`src/rtl/counter_bank_pkg.sv`:
```
// counter_bank_pkg
// Shared types for the counter bank.
//   mode_e : counter limit behaviour.
//            MODE_WRAP rolls over modulo 2^WIDTH.
//            MODE_SAT clamps at 0 / max.
package counter_bank_pkg;

  typedef enum logic {
    MODE_WRAP = 1'b0,
    MODE_SAT  = 1'b1
  } mode_e;

endpackage

```
`src/rtl/counter_cell.sv`:
```
// counter_cell
// One channel of the counter bank: the count register, the next-state priority
// logic (clr > load > step > hold), the one-cycle boundary event flop and the
// sticky overflow flop.
// Ports:
//   clk     in  1      rising-edge clock
//   rst_n   in  1      asynchronous active-low reset
//   clr     in  1      synchronous clear of count and ovf
//   ld      in  1      load strobe already decoded for this channel
//   ld_val  in  WIDTH  value written on load
//   en      in  1      count enable
//   up      in  1      direction: 1 = increment, 0 = decrement
//   count   out WIDTH  current count (register output)
//   evt     out 1      one-cycle pulse after a step attempted at a limit
//   ovf     out 1      sticky copy of evt, cleared only by clr
module counter_cell
  import counter_bank_pkg::*;
#(
  parameter int    WIDTH = 8,
  parameter mode_e MODE  = MODE_WRAP
) (
  input  logic             clk,
  input  logic             rst_n,
  input  logic             clr,
  input  logic             ld,
  input  logic [WIDTH-1:0] ld_val,
  input  logic             en,
  input  logic             up,
  output logic [WIDTH-1:0] count,
  output logic             evt,
  output logic             ovf
);

  localparam logic [WIDTH-1:0] ZERO = {WIDTH{1'b0}};
  localparam logic [WIDTH-1:0] ONE  = {{(WIDTH-1){1'b0}}, 1'b1};
  localparam logic [WIDTH-1:0] MAX  = {WIDTH{1'b1}};

  logic [WIDTH-1:0] count_next;
  logic             evt_next;
  logic             ovf_next;

  // Next-state priority logic for count, evt and ovf.
  always_comb begin
    count_next = count;
    evt_next   = 1'b0;
    ovf_next   = ovf;
    if (clr) begin
      // clr wins even over a step at a limit, so no event is raised here.
      count_next = ZERO;
      ovf_next   = 1'b0;
    end else if (ld) begin
      count_next = ld_val;
    end else if (en) begin
      if (up) begin
        if (count == MAX) begin
          count_next = (MODE == MODE_SAT) ? MAX : ZERO;
          evt_next   = 1'b1;
          ovf_next   = 1'b1;
        end else begin
          count_next = count + ONE;
        end
      end else begin
        if (count == ZERO) begin
          count_next = (MODE == MODE_SAT) ? ZERO : MAX;
          evt_next   = 1'b1;
          ovf_next   = 1'b1;
        end else begin
          count_next = count - ONE;
        end
      end
    end else begin
      count_next = count;
    end
  end

  // Channel state registers.
  always_ff @(posedge clk or negedge rst_n) begin
    if (!rst_n) begin
      count <= ZERO;
      evt   <= 1'b0;
      ovf   <= 1'b0;
    end else begin
      count <= count_next;
      evt   <= evt_next;
      ovf   <= ovf_next;
    end
  end

endmodule

```
`src/rtl/counter_bank.sv`:
```
// counter_bank
// Bank of NUM_CH independent WIDTH-bit up/down counters with a shared load
// port and a registered read-back mux.
// Ports:
//   clk       in  1             rising-edge clock
//   rst_n     in  1             asynchronous active-low reset
//   en        in  NUM_CH        per-channel count enable
//   up        in  NUM_CH        per-channel direction (1 = up)
//   clr       in  NUM_CH        per-channel synchronous clear
//   load      in  1             load strobe
//   load_ch   in  CH_W          channel targeted by load (>= NUM_CH ignored)
//   load_val  in  WIDTH         value written on load
//   rd_ch     in  CH_W          read-back channel select
//   rd_val    out WIDTH         registered count of rd_ch (0 if out of range)
//   evt       out NUM_CH        one-cycle boundary-event pulse per channel
//   ovf       out NUM_CH        sticky event flag per channel
//   count     out NUM_CH*WIDTH  all counts, channel i at [i*WIDTH +: WIDTH]
module counter_bank
  import counter_bank_pkg::*;
#(
  parameter int    WIDTH  = 8,
  parameter int    NUM_CH = 4,
  parameter mode_e MODE   = MODE_WRAP,
  localparam int   CH_W   = $clog2(NUM_CH)
) (
  input  logic                    clk,
  input  logic                    rst_n,
  input  logic [NUM_CH-1:0]       en,
  input  logic [NUM_CH-1:0]       up,
  input  logic [NUM_CH-1:0]       clr,
  input  logic                    load,
  input  logic [CH_W-1:0]         load_ch,
  input  logic [WIDTH-1:0]        load_val,
  input  logic [CH_W-1:0]         rd_ch,
  output logic [WIDTH-1:0]        rd_val,
  output logic [NUM_CH-1:0]       evt,
  output logic [NUM_CH-1:0]       ovf,
  output logic [NUM_CH*WIDTH-1:0] count
);

  logic [WIDTH-1:0]  cnt [NUM_CH];
  logic [NUM_CH-1:0] ld;
  logic [WIDTH-1:0]  rd_sel;

  for (genvar g = 0; g < NUM_CH; g++) begin : g_ch
    // An out-of-range load_ch matches no channel, so such loads are dropped.
    assign ld[g] = load & (load_ch == CH_W'(g));

    counter_cell #(
      .WIDTH (WIDTH),
      .MODE  (MODE)
    ) u_cell (
      .clk    (clk),
      .rst_n  (rst_n),
      .clr    (clr[g]),
      .ld     (ld[g]),
      .ld_val (load_val),
      .en     (en[g]),
      .up     (up[g]),
      .count  (cnt[g]),
      .evt    (evt[g]),
      .ovf    (ovf[g])
    );

    assign count[g*WIDTH +: WIDTH] = cnt[g];
  end

  // Read-back select; compares against each channel index so an out-of-range
  // rd_ch never indexes the array and simply yields zero.
  always_comb begin
    rd_sel = {WIDTH{1'b0}};
    for (int i = 0; i < NUM_CH; i++) begin
      rd_sel = (rd_ch == CH_W'(i)) ? cnt[i] : rd_sel;
    end
  end

  // Registered read-back: samples the count held before this edge's update.
  always_ff @(posedge clk or negedge rst_n) begin
    if (!rst_n) begin
      rd_val <= {WIDTH{1'b0}};
    end else begin
      rd_val <= rd_sel;
    end
  end

endmodule

```
`config.mk`:
```
export PLATFORM = sky130hd
export DESIGN_NAME = counter_bank
export DESIGN_NICKNAME = d
export VERILOG_FILES = /design/src/rtl/counter_bank_pkg.sv /design/src/rtl/counter_cell.sv /design/src/rtl/counter_bank.sv
export SDC_FILE = /design/constraint.sdc
export NUM_CORES = 1
export LEC_CHECK = 0
export CAP_MARGIN = 20
export CORE_MARGIN = 10
export CORE_UTILIZATION = 30
export CTS_CLUSTER_SIZE = 14
export DETAILED_ROUTE_END_ITERATION = 10
export MAX_ROUTING_LAYER = met4
export PLACE_DENSITY_LB_ADDON = 0.3
export RECOVER_POWER = 25
export SYNTH_ARGS = -nofsm -noshare
export SYNTH_HDL_FRONTEND = slang
export SYNTH_SLANG_ARGS = --single-unit
export TNS_END_PERCENT = 30
```
`constraint.sdc`:
```
create_clock -name clk -period 2.85 [get_ports clk]
set_input_delay 0.855 -clock clk [delete_from_list [all_inputs] [get_ports clk]]
set_output_delay 0.855 -clock clk [all_outputs]
set_load 0.02 [all_outputs]
```
; Word-level counts from Yosys, hierarchy flattened
; Cells that the tools add are included.
[classes]
addsub = 8
n_eq_ne = 18
n_mux = 76
bitwise_logic = 4
reduce_logical = 22
[ops]
columns = cell, count
row1 = 8-bit two-way mux, 28
row2 = 1-bit two-way mux, 48
row3 = 8-bit by 1-bit adder with 8-bit output (second input constant), 4
row4 = 8-bit equality test (second input constant), 4
row5 = 8-bit zero test, 4
row6 = 8-bit by 1-bit subtractor with 8-bit output (second input constant), 4
row7 = 3-bit nonzero test, 8
row8 = 4-bit AND reduction, 4
row9 = 3-bit by 1-bit != test with 1-bit output (second input constant), 4
row10 = 2-bit equality test (second input constant), 4
row11 = 2-bit != test (second input constant), 4
row12 = 2-bit nonzero test, 4
row13 = 1-bit bitwise AND, 4
row14 = 2-bit by 1-bit equality test with 1-bit output (second input constant), 2
row15 = 2-bit zero test, 2
[word_totals]
ff_bits = 48
inputBits = 27
out_inout_bits = 48

; Longest topological paths before layout
[logic_depth]
depth_word = 6
ltp_mapped = 8

; Hierarchy
; From an unflattened synthesis, not the netlist that was laid out.
[unflattened]
hier_cells = 521
area_unflattened_um2 = 4322.9
[modules_own_cells]
columns = mod, n_inst, cells_per_inst, area_per_inst_um2
row1 = counter_cell at g_ch[0].u_cell ..., 3, 127, 970.9
row2 = counter_cell at g_ch[3].u_cell, 1, 118, 982.2
row3 = counter_bank, 1, 22, 427.9

; Least setup slack after synthesis
; Ideal clock, no wire load.
[synth_path]
path_kind = register -> register
startpoint = register g_ch[1].u_cell.count[0]
endpoint = register g_ch[1].u_cell.count[4]
setup_ps = 94
t_arrival_ps = 2030
required_ps = 2756
slack_ps = 726
stages_incl_launch_ff = 9
period_less_slack_ps = 2124
cell_sequence = dfrtp_1 clkbuf_1 inv_1 ha_1 or4b_4 nor3_4 o21a_1 o21ai_0 a211oi_1
[synth_between]
elab_chain_cells = 6
[synth_lines]
columns = element, line_no
row1 = "start, declared", counter_cell.sv:29  ; output logic [WIDTH-1:0] count,
row2 = "start signal, assigned", counter_cell.sv:83  ; count <= count_next;
row3 = 8-bit by 1-bit subtractor with 8-bit output (tied with other cells), counter_cell.sv:68  ; count_next = count - ONE;
row4 = "8-bit two-way mux, on equally long branches", "counter_cell.sv:63, counter_cell.sv:55"
row5 = 8-bit two-way mux (*), counter_cell.sv:54  ; if (up) begin
row6 = 8-bit two-way mux (*), counter_cell.sv:53  ; end else if (en) begin
row7 = 8-bit two-way mux (*), counter_cell.sv:51  ; end else if (ld) begin
row8 = 8-bit two-way mux (*), counter_cell.sv:47  ; if (clr) begin
; Mark *: on every way between the ends. The rest lies on a longest branch, timed or not. The select of a mux whose other input is x is not followed.
; A chain may end at the register's enable or synchronous reset.

; Worst setup path in the final report
[layout_path]
startpoint = register g_ch[0].u_cell.count[2]
endpoint = output count[2]
[layout_rtl]
columns = element, line_no
row1 = "start, declared", counter_cell.sv:29
row2 = "start signal, assigned", counter_cell.sv:83
row3 = "end, declared", counter_bank.sv:38  ; output logic [NUM_CH*WIDTH-1:0] count
; No word-level cell between the ends.

==> results_dict.tcl <==
set metrics [dict create \
    path_buf_inv 1 \
    fin_nets 573 \
    vias 4068 \
    cp.arrival_ns 1.69 \
    final_cell_mix "clkdlybuf4s50_1, dfrtp_1, nor2_1, a21oi_1, nand2_1" \
    grt_pass1_vias 3918 \
    routed_wl_um 13800 \
    seq_power_share_pct 37.1 \
    syn_inst 474 \
    ys_types 68 \
    irDropWorstVdd_v 0.000225 \
    clkLatencyLatePin_ns 0.29 \
    die_h_um 134 \
    ys.warnings.count 0 \
    hold_slack_ns 0.511 \
    area_delta_synth_final_pct 26.8 \
    crit_path_top_delay_cell "clkdlybuf4s50_1" \
    post-route-min-period_ns 2.55 \
    h-tree-depth 2 \
    routed_via_density 5.75 \
    slew_headroom_pct 4.18 \
    tritoncts "yes" \
    r2r_slack_ns 0.59 \
    ant_nets 0 \
    drt-initial-drc-count 529 \
    rsz0062_at_grt "no" \
    synth_nets 513 \
    seq_area_frac_synth_pct 30.8 \
    fp.dieArea_um2 18000 \
    grt_usage_pct 15.3 \
    internal_power_mw 1.56 \
    final_hold_viol_count 0 \
    worstMarginPinSlew_ns 1.44 \
    worstPathMaxFanout 15 \
    critPathRequiredTime_ns 2.00 \
    clock_path_buffers 2 \
    p_comb_share_pct 38.2 \
    synth_area_leaders "dfrtp_1, a21oi_1, nor2_1, mux4_2, ha_1" \
    ctsRootBufferMaster "clkbuf_16" \
    finClkSkew_ns 0.00261 \
    fp.coreArea_um2 12700 \
    ys.flop_type "dfrtp_1" \
    start_kind "register" \
    path_class "reg -> out" \
    yosys.area.top_type "dfrtp_1" \
    num_rows 41 \
    hold_path_class "reg -> reg" \
    switchingPower_uw 949 \
    async_reset_ff_share_pct 100 \
    p_leak_nw 1.97 \
    tns_ns 0 \
    cts_sinks 48 \
    start_util_pct 30.8 \
    antenna_found_initial 1 \
    fmax_mhz 393 \
    fillers 1276 \
    end_kind "primary output" \
    gp_congestion 0.923 \
    swShare_pct 37.9 \
    post_cts_buffers 0 \
    clock_power_share_pct 24.7 \
    ys_ff_latch 48 \
    drcViolationCount 0 \
    synth_top_area_share_pct 30.8 \
    cp_cell_sequence "clkdlybuf4s50_1" \
    wl_per_cell_um 19.5 \
    die_w_um 134 \
    dr.pass1.iters 5 \
    status "finished, final reports clean" \
    critical_path.top_delay_family "buffers and inverters" \
    clkTransAtPathRegs_ns 0.07 \
    max_stage_delay_ns 0.73 \
    grt_pass1_wl_um 21700 \
    pin_count 75 \
    setup_viol 0 \
    gr-total-overflow 0 \
    final_common_cell "clkdlybuf4s50_1" \
    final_layout_size_suffix_gt1_share_pct 8.41 \
    finalMaxSlewViolations 0 \
    postCtsHoldBufs 0 \
    cts_inserted_buffers 5 \
    power.density_nw_per_um2 507 \
    grt_max_degree 27 \
    synth_area_um2 3900 \
    syn_avg_cell_area_um2 8.23 \
    cts_resized 0 \
    numPortBuffers 74 \
    synth_edf_count 0 \
    max_cap_violations 0 \
    hpwlAfterDp_um 10300 \
    post-route-period-util_pct 89.4 \
]
-- Yosys cell counts, types with 4 or more instances --
cell type and number:
a21o_1 4, nor3_1 16, a21oi_1 36, or3_1 8, buf_4 9, a211oi_1 11, inv_1 19, clkbuf_1 26
o21ai_0 30, mux4_2 7, a31oi_1 4, o21a_1 7, o22ai_1 4, mux2i_1 4, nor3b_1 6, nand4_1 10
a2111oi_0 4, o211ai_1 4, nor2_1 44, o31ai_1 8, nand3_1 19, ha_1 12, and3_1 13, dfrtp_1 48
nor2b_1 6, nand2_1 35, xnor2_1 9, xor2_1 4, o311ai_0 4
-- through the flow --
| stage | area, um^2 | utilization (%) | std cells | setup WS, ns | power [mW] |
|---|---|---|---|---|---|
| floorplan | 3900 | - | 474 | 0.726 | 1.49 |
| global placement | 4810 | 38.0 | 699 | 0.192 | 1.88 |
| detailed placement | 4810 | 38.0 | 699 | 0.0685 | 1.89 |
| CTS | 4960 | 39.1 | 707 | 0.314 | 2.51 |
| global route | 4940 | 39.0 | 708 | 0.205 | 2.63 |
| finish | 4940 | 39.0 | 708 | 0.303 | 2.50 |
-- per-layer routing --
layer | wire, um | global-route usage (%) | part of all wire [%] | vias up
met3 | 923 | 2.73 | 6.7 | 8
met4 | 78 | 3.99 | 0.57 | 0
met5 | 0 | - | 0 | -
li1 | - | - | - | 1884
met2 | 6340 | 23.5 | 46 | 176
met1 | 6440 | 20.3 | 47 | 2000
-- kinds of logic after synthesis --
family / share of synthesized area, %
AO/OA/AOI/OAI: 23.9
buffers and inverters: 6.84
adder cells (fa/ha/maj): 3.85
AND/OR/NAND/NOR: 25.6
XOR/XNOR: 2.92
multiplexers: 6.03
flip-flops: 30.8
-- path summary, 6_finish.rpt --
kind / startpoint / endpoint / cells past startpoint
max in group asynchronous: rst_n / g_ch[3].u_cell.count[3]$_DFFE_PN0P_ / 2
hold / removal: g_ch[3].u_cell.ovf$_DFFE_PN0P_ / g_ch[3].u_cell.ovf$_DFFE_PN0P_ / 2
hold reg to reg: g_ch[3].u_cell.ovf$_DFFE_PN0P_ / g_ch[3].u_cell.ovf$_DFFE_PN0P_ / 2
setup reg to reg: g_ch[0].u_cell.count[0]$_DFFE_PN0P_ / g_ch[0].u_cell.count[4]$_DFFE_PN0P_ / 7
min in group asynchronous: rst_n / g_ch[1].u_cell.count[6]$_DFFE_PN0P_ / 1
setup / recovery: g_ch[0].u_cell.count[2]$_DFFE_PN0P_ / count[2] / 1
-- power groups by stage --
stage	sequential, mW	clock (mW)	combinational (mW)
6_report	0.930	0.618	0.956
5_1_grt	0.945	0.651	1.04
4_1_cts	0.925	0.625	0.958
3_5_place_dp	0.937	0	0.951
3_3_place_gp	0.937	0	0.941
2_1_floorplan	0.937	0	0.551
-- tightest hold or removal path, cell delays in order (launching register included) --
cell,delay [ns]
dfrtp_1,0.35
nor2_1,0.05
nor2_1,0.07
-- cell type report --
class	count	area (um^2)	share of cell area (%)
clock buffer	8	146	2.96
inverter	19	71.3	1.44
sequential	48	1200	24.3
tap	172	215	4.35
antenna	1	2.50	0.0506
multi-input combinational	367	2430	49.2
timing repair buffer	93	875	17.7
-- sequential cells by signal, summed over array words and instances, names as in the netlist --
name	flops
g_ch.u_cell.evt	4
rd_val	8
g_ch.u_cell.count	32
g_ch.u_cell.ovf	4
Note: power is estimated with default switching activity, not from simulation.
